File: config.mk
export PLATFORM = sky130hd
export DESIGN_NAME = gen_tick_controller
export DESIGN_NICKNAME = d
export VERILOG_FILES = /design/src/rtl/gen_tick_controller.sv
export SDC_FILE = /design/constraint.sdc
export NUM_CORES = 1
export LEC_CHECK = 0
export CORE_MARGIN = 2
export CORE_UTILIZATION = 40
export DETAILED_ROUTE_END_ITERATION = 8
export HOLD_SLACK_MARGIN = 0.03
export MAX_ROUTING_LAYER = met4
export SLEW_MARGIN = 10
export SYNTH_ARGS = -nofsm -noshare
export SYNTH_HDL_FRONTEND = slang
export SYNTH_SLANG_ARGS = --single-unit
File: constraint.sdc
create_clock -name clk_i -period 3.5 [get_ports clk_i]
set_input_delay 0.7 -clock clk_i [delete_from_list [all_inputs] [get_ports clk_i]]
set_output_delay 0.7 -clock clk_i [all_outputs]
set_load 0.005 [all_outputs]
File: src/rtl/gen_tick_controller.sv
// rtl/gen_tick_controller.sv - programmable generation tick with run/pause, single-step and generation counter
//
// Purpose: issues a one-cycle tick_o that advances the Game-of-Life board by one
// generation. While running, ticks repeat every period_active_o clk cycles. While
// paused, each rising edge of step_i issues exactly one tick.
//
// Ports:
//   clk_i            system clock
//   reset_i          asynchronous, active-high reset
//   run_i            level: 1 = free-run, 0 = paused
//   step_i           single-step request; only its rising edge acts
//   period_i         new period in clk cycles (0 is treated as 1)
//   period_load_i    one-cycle strobe capturing period_i
//   tick_o           registered one-cycle generation enable
//   gen_count_o      ticks issued since reset, wraps modulo 2^GEN_W
//   running_o        1 while in the RUN state
//   period_active_o  period currently in use
module gen_tick_controller #(
  parameter int CNT_W          = 10,
  parameter int DEFAULT_PERIOD = 1017,
  parameter int GEN_W          = 16
) (
  input  logic             clk_i,
  input  logic             reset_i,
  input  logic             run_i,
  input  logic             step_i,
  input  logic [CNT_W-1:0] period_i,
  input  logic             period_load_i,
  output logic             tick_o,
  output logic [GEN_W-1:0] gen_count_o,
  output logic             running_o,
  output logic [CNT_W-1:0] period_active_o
);

  typedef enum logic {
    ST_PAUSED = 1'b0,
    ST_RUN    = 1'b1
  } state_t;

  state_t           state_q;
  logic [CNT_W-1:0] cnt_q;
  logic             tick_q;
  logic [GEN_W-1:0] gen_q;
  logic             running_q;
  logic [CNT_W-1:0] period_active_q;
  logic             pend_q;
  logic [CNT_W-1:0] pend_val_q;
  logic             step_q;

  logic [CNT_W-1:0] load_val;
  logic             step_rise;
  logic             wrap;

  // A zero period would never wrap, so it is clamped to the fastest rate.
  assign load_val  = (period_i == '0) ? CNT_W'(1) : period_i;
  assign step_rise = step_i & ~step_q;
  assign wrap      = (cnt_q == period_active_q - CNT_W'(1));

  always_ff @(posedge clk_i or posedge reset_i) begin
    if (reset_i) begin
      state_q         <= ST_PAUSED;
      cnt_q           <= '0;
      tick_q          <= 1'b0;
      gen_q           <= '0;
      running_q       <= 1'b0;
      period_active_q <= CNT_W'(DEFAULT_PERIOD);
      pend_q          <= 1'b0;
      pend_val_q      <= '0;
      step_q          <= 1'b0;
    end else begin
      // Tracked in both states so a step held through RUN cannot fire on pause.
      step_q <= step_i;

      case (state_q)
        ST_PAUSED: begin
          cnt_q <= '0;
          // No interval is in progress, so loads (or a pending value left over
          // from RUN) take effect straight away.
          if (period_load_i) begin
            period_active_q <= load_val;
            pend_q          <= 1'b0;
          end else if (pend_q) begin
            period_active_q <= pend_val_q;
            pend_q          <= 1'b0;
          end

          if (run_i) begin
            // run beats a coincident step edge.
            state_q   <= ST_RUN;
            running_q <= 1'b1;
            tick_q    <= 1'b0;
          end else if (step_rise) begin
            tick_q <= 1'b1;
            gen_q  <= gen_q + GEN_W'(1);
          end else begin
            tick_q <= 1'b0;
          end
        end

        ST_RUN: begin
          if (!run_i) begin
            // Pause wins over a coincident wrap. A pending period survives and
            // is applied in the first PAUSED cycle unless replaced here.
            state_q   <= ST_PAUSED;
            running_q <= 1'b0;
            cnt_q     <= '0;
            tick_q    <= 1'b0;
            if (period_load_i) begin
              pend_q     <= 1'b1;
              pend_val_q <= load_val;
            end
          end else if (wrap) begin
            cnt_q  <= '0;
            tick_q <= 1'b1;
            gen_q  <= gen_q + GEN_W'(1);
            // New interval starts here: a load on this edge applies directly,
            // otherwise any pending value does.
            if (period_load_i) begin
              period_active_q <= load_val;
              pend_q          <= 1'b0;
            end else if (pend_q) begin
              period_active_q <= pend_val_q;
              pend_q          <= 1'b0;
            end
          end else begin
            cnt_q  <= cnt_q + CNT_W'(1);
            tick_q <= 1'b0;
            // Mid-interval loads wait for the wrap; a later load overwrites.
            if (period_load_i) begin
              pend_q     <= 1'b1;
              pend_val_q <= load_val;
            end
          end
        end

        default: begin
          state_q   <= ST_PAUSED;
          running_q <= 1'b0;
          cnt_q     <= '0;
          tick_q    <= 1'b0;
        end
      endcase
    end
  end

  assign tick_o          = tick_q;
  assign gen_count_o     = gen_q;
  assign running_o       = running_q;
  assign period_active_o = period_active_q;

endmodule

# Word level (Yosys, flattened, before mapping)
# Cells that the tools add are included.
[totals]
output_inout_bits = 28
reg_bits = 51
elab_cells = 58
ramBits = 0
rom_bits = 0
latch_bits = 0
in_bits = 15
n_memories = 0
[op_classes]
add_sub_neg = 3
n_div = 0
magnitude_cmp = 0
mul = 0
bitwise = 3
n_reduce_logical = 5
shift = 0
n_mux = 30
n_eq_ne = 8
[ops]
columns = ["operator", "count"]
rows = [
  ["$mux W10", 10],
  ["$mux W16", 4],
  ["$pmux W10 S2", 2],
  ["$pmux W16 S2", 1],
  ["$add A16 B1 Y16 const B", 1],
  ["$ne A2 B2 Y1 const B", 6],
  ["$add A10 B1 Y10 const B", 1],
  ["$eq A10 B10 Y1", 1],
  ["$logic_not A10 Y1", 1],
  ["$mux W1", 10],
  ["$sub A10 B1 Y10 const B", 1],
  ["$pmux W1 S2", 3],
  ["$reduce_and A2 Y1", 3],
  ["$reduce_and A4 Y1", 1],
  ["$ne A2 B1 Y1 const B", 1],
  ["$not A1 Y1", 2],
  ["$and A1 B1 Y1", 1],
]

# Longest topological paths before layout
# Gate-level depths: netlist of run 1.
[logic_depth]
depth_word = 6
depth_mapped = 10
mapped_depth_nobuf = 9

# Worst setup path before layout of run 1
# OpenSTA, ideal clock, no wires.
[synth_timing]
path_kind = "register to register"
startpoint = "reg period_active_q[0] (netlist: period_active_o[0])"
endpoint = "reg pend_val_q[0]"
required_time_ps = 3375
path_slack_ps = 734
arrival_time_ps = 2641
stages_incl_launch_ff = 8
setup_ps = 125
period_less_slack_ps = 2766
n_path_buf = 0
cell_sequence = "dfstp_2 -> inv_1 -> ha_1 -> or4b_1 -> a311oi_1 -> a211oi_2 -> o311ai_4 -> mux2_2"
[synth_between]
elab_chain_cells = 4
[synth_rtl]
columns = ["element", "line", "text"]
rows = [
  ["start, declared", "45", "logic [CNT_W-1:0] period_active_q;"],
  ["start signal, assigned", "66", "period_active_q <= CNT_W'(DEFAULT_PERIOD);"],
  ["start signal, assigned", "80", "period_active_q <= load_val;"],
  ["start signal, assigned", "83", "period_active_q <= pend_val_q;"],
  ["$sub A10 B1 Y10", "57", "assign wrap = (cnt_q == period_active_q - CNT_W'(1));"],
  ["$eq A10 B10 Y1", "57", ""],
  ["$ne A2 B2 Y1 (no line)", "--", ""],
  ["$reduce_and A2 Y1 (no line)", "--", ""],
  ["end signal, assigned", "110", "pend_val_q <= load_val;"],
  ["end signal, assigned", "131", "pend_val_q <= load_val;"],
  ["end, declared", "47", "logic [CNT_W-1:0] pend_val_q;"],
]
# Every way passes these cells.
# A chain may end at the register's enable or synchronous reset.

# Final worst setup path of run 1
[layout_timing]
startpoint = "reg period_active_q[0] (netlist: period_active_o[0])"
endpoint = "reg pend_val_q[8]"
# Same word-level chain as after synthesis.

==> results.toml, run 1 <==
[outcome]
status = "completed"

[synthesis]
ys_async_sr_fraction = 1.00
synth.avg_cell_area_um2 = 11.4
ys.flop_type = "dfrtp_1"
synth_top_area_frac = 0.397
synth.distinct_cells = 46
yosys_warnings = 0
syn-cell-area_um2 = 2710
syn_inst = 238
synth_edf_count = 0
yosysSeqAreaShare = 0.475
yosysMostFrequentCell = "dfrtp_1"
synth.largest_area_cell = "dfrtp_1"
synth_common_cells = "43 x dfrtp_1, 27 x mux2_2, 23 x xnor2_1"
ys_ff_latch = 51
syn-num-nets = 257
synth_area_leaders = "dfrtp_1 40%, mux2_2 11%, dfstp_2 7.8%"

[drt]
route.detailed.drc = 0
viasPerCell = 5.31
routedWlPerCell_um = 15.4
ant_nets = 0
drtPass1Iterations = 4
wirelength_mm = 5.58
drtIter0Drc = 88
vias = 1924

[clock_network]
htreeDepth = 2
cts_resized = 0
post_cts_buffers = 0
clkSlewWorstSetupHoldPaths_ns = 0.10
cts_buffer_depth = 2
clock_latency_ns = 0.31
clock-sinks = 51
ctsHoldBuffers = 0
cts_tree = "done"
root_buffer = "clkbuf_8"
cts_made_buffers = 5

[floorplanning]
die_h_um = 86.3
ios = 43
fp.dieArea_um2 = 7440
die_w_um = 86.3
row_count = 29
coreArea_um2 = 6460
initial_utilization = 0.419

[critical_path]
rrSetupSlack_ns = 0.48
endpoint_kind = "flop"
r2r.worst_path.cells = 7
r2r_end = "pend_val_q[8]"
cp_top_family = "compound AO/OA/AOI/OAI gates"
cp_slowest_cell = "dfstp_2"
critPathMaxStageDelay_ns = 0.61
r2r-start = "period_active_o[0]"
timing_worst_setup_path_type = "flop to flop"
worst-endpoint-arrival_ns = 3.23
cp_cell_sequence = "inv_1, ha_1, or4b_1, a311oi_1, a211oi_2, o311ai_4, mux2_2"
cp-start-kind = "flop"
cp.required_ns = 3.71
path_buf_inv = 1
cp_max_fo = 10

[global_routing]
overflow = 0
grt_pass1_wl_mm = 9.47
grt_max_degree = 35
grt_pass1_vias = 1843
track_usage = 0.167
antenna_found_initial = 0

[power_and_ir_drop]
peakVddDrop_mv = 0.258
p_sw_frac = 0.311
p_per_area_nw_per_um2 = 474
power.share.sequential = 0.509
power_frac_comb = 0.268
total_leakage_power_nw = 1.38
clkPwrFrac = 0.222
intPower_w = 0.00108
p_switching_w = 0.000488

[hold_path]
hold_path_depth = 1
hold_start = "gen_count_o[15]"
hold_end = "gen_count_o[15]"
min_path_type = "flop to flop"

[sta]
finalSetupViolCount = 0
worst_pin_slew_ns = 0.613
timing.final.crit_share = 0.864
hold_violations = 0
timing.fmax_ghz = 0.331
rsz0062_at_grt = "false"
finalCriticalPeriod_ns = 3.02
relSlewSlack = 0.591
fin_skew_ns = 0.0118
slew_viol_final = 0
tns_ns = 0

[layout]
syn_to_final_growth_pct = 22.2
drive_gt1_frac = 0.193
diodes = 0
fin_nets = 303
final_util = 0.512

[flow_run]
maxCapViolCount = 0

[place]
hpwl_mm = 4.05
gp_congestion = 0.775
port_buffers = 42
==> registers in the layout (all words and copies together), names as in the netlist <==
register         flops
step_q               1
pend_q               1
state_q              1
running_o            1
tick_o               1
pend_val_q          10
gen_count_o         16
cnt_q               10
period_active_o     10
==> metrics by stage <==
step                      hold slack [ns]  setup WS, ns  std cells  area [um2]  total power (W)
after floorplan                     0.468         0.734        238        2710          0.00103
after global placement              0.468         0.504        354        3220          0.00123
after detailed placement            0.472         0.487        354        3220          0.00123
after CTS                           0.489         0.458        362        3310          0.00159
after global routing                0.494         0.246        362        3310          0.00166
final                               0.486         0.477        362        3310          0.00157
==> how the worst max path moves through the flow <==
stage	startpoint	to	slack (ns)	cells past startpoint
4_1_cts	period_active_o[0]	pend_val_q[8]	0.46	8
3_3_place_gp	period_active_o[0]	pend_val_q[4]	0.50	8
2_1_floorplan	period_active_o[0]	pend_val_q[0]	0.73	7
3_5_place_dp	period_active_o[0]	pend_val_q[8]	0.49	8
6_report	period_active_o[0]	pend_val_q[8]	0.48	7
5_1_grt	period_active_o[0]	gen_count_o[7]	0.25	10
==> cells in the final DEF (no fill, tap or decap), types with 2 or more instances in the layout <==
master	netlist	layout
ha_1	4	4
a21oi_1	2	2
buf_4	1	3
and2_1	2	2
clkdlybuf4s50_1	0	42
nor2_1	17	17
clkbuf_8	0	5
mux2i_1	4	4
nor4_1	2	2
nand2_1	5	5
a31oi_1	2	2
or3_1	4	4
nor3_1	2	2
nor2b_1	3	3
xor2_1	9	9
o21ai_0	5	5
xnor2_1	23	23
dfrtp_1	43	43
and4_1	3	3
nand4_1	9	9
nor4b_1	2	2
nand3_1	16	16
mux2_2	27	27
inv_1	7	6
dfstp_2	8	8
and3_1	13	13
==> logic make-up after synthesis <==
group	after synthesis	share of synthesized area
AOI/OAI and AO/OA	20	0.0702
buffers and inverters	13	0.0199
xor gates and xnor gates	32	0.104
and+or+nand+nor	87	0.186
muxes	31	0.127
DFF	51	0.475
adders and majority gates	4	0.0185
==> routing by layer <==
metal	track usage	vias to the layer above	share of wire
li1	-	951	-
met1	0.254	929	0.52
met2	0.226	37	0.43
met3	0.0295	7	0.034
met4	0.0511	0	0.013
met5	-	-	0
==> power by group through the flow <==
stage               logic (W)  clock network (W)  registers (W)
floorplan            0.000244                  0       0.000782
global placement     0.000425                  0       0.000809
detailed placement   0.000423                  0       0.000811
CTS                  0.000427           0.000363       0.000800
global route         0.000465           0.000381       0.000816
finish               0.000421           0.000349       0.000799
==> final cells by class <==
class	instances	area, um2
sequential	51	1290
tap	77	96.3
timing repair buffer	45	443
clock inverter	2	16.3
inverter	7	26.3
multi-input combinational	174	1370
clock buffer	6	72.6
fill	577	3150
(Power assumes the default switching activity.)
==> run 2, diff against run 1 <==
--- a/config.mk
+++ b/config.mk
@@ -7,6 +7,7 @@
 export LEC_CHECK = 0
 export CORE_MARGIN = 2
 export CORE_UTILIZATION = 40
+export CTS_CLUSTER_DIAMETER = 50
 export DETAILED_ROUTE_END_ITERATION = 8
 export HOLD_SLACK_MARGIN = 0.03
 export MAX_ROUTING_LAYER = met4
==> results of run 2 <==
Same layout as run 1: the final DEF is identical, and so are final timing and power.
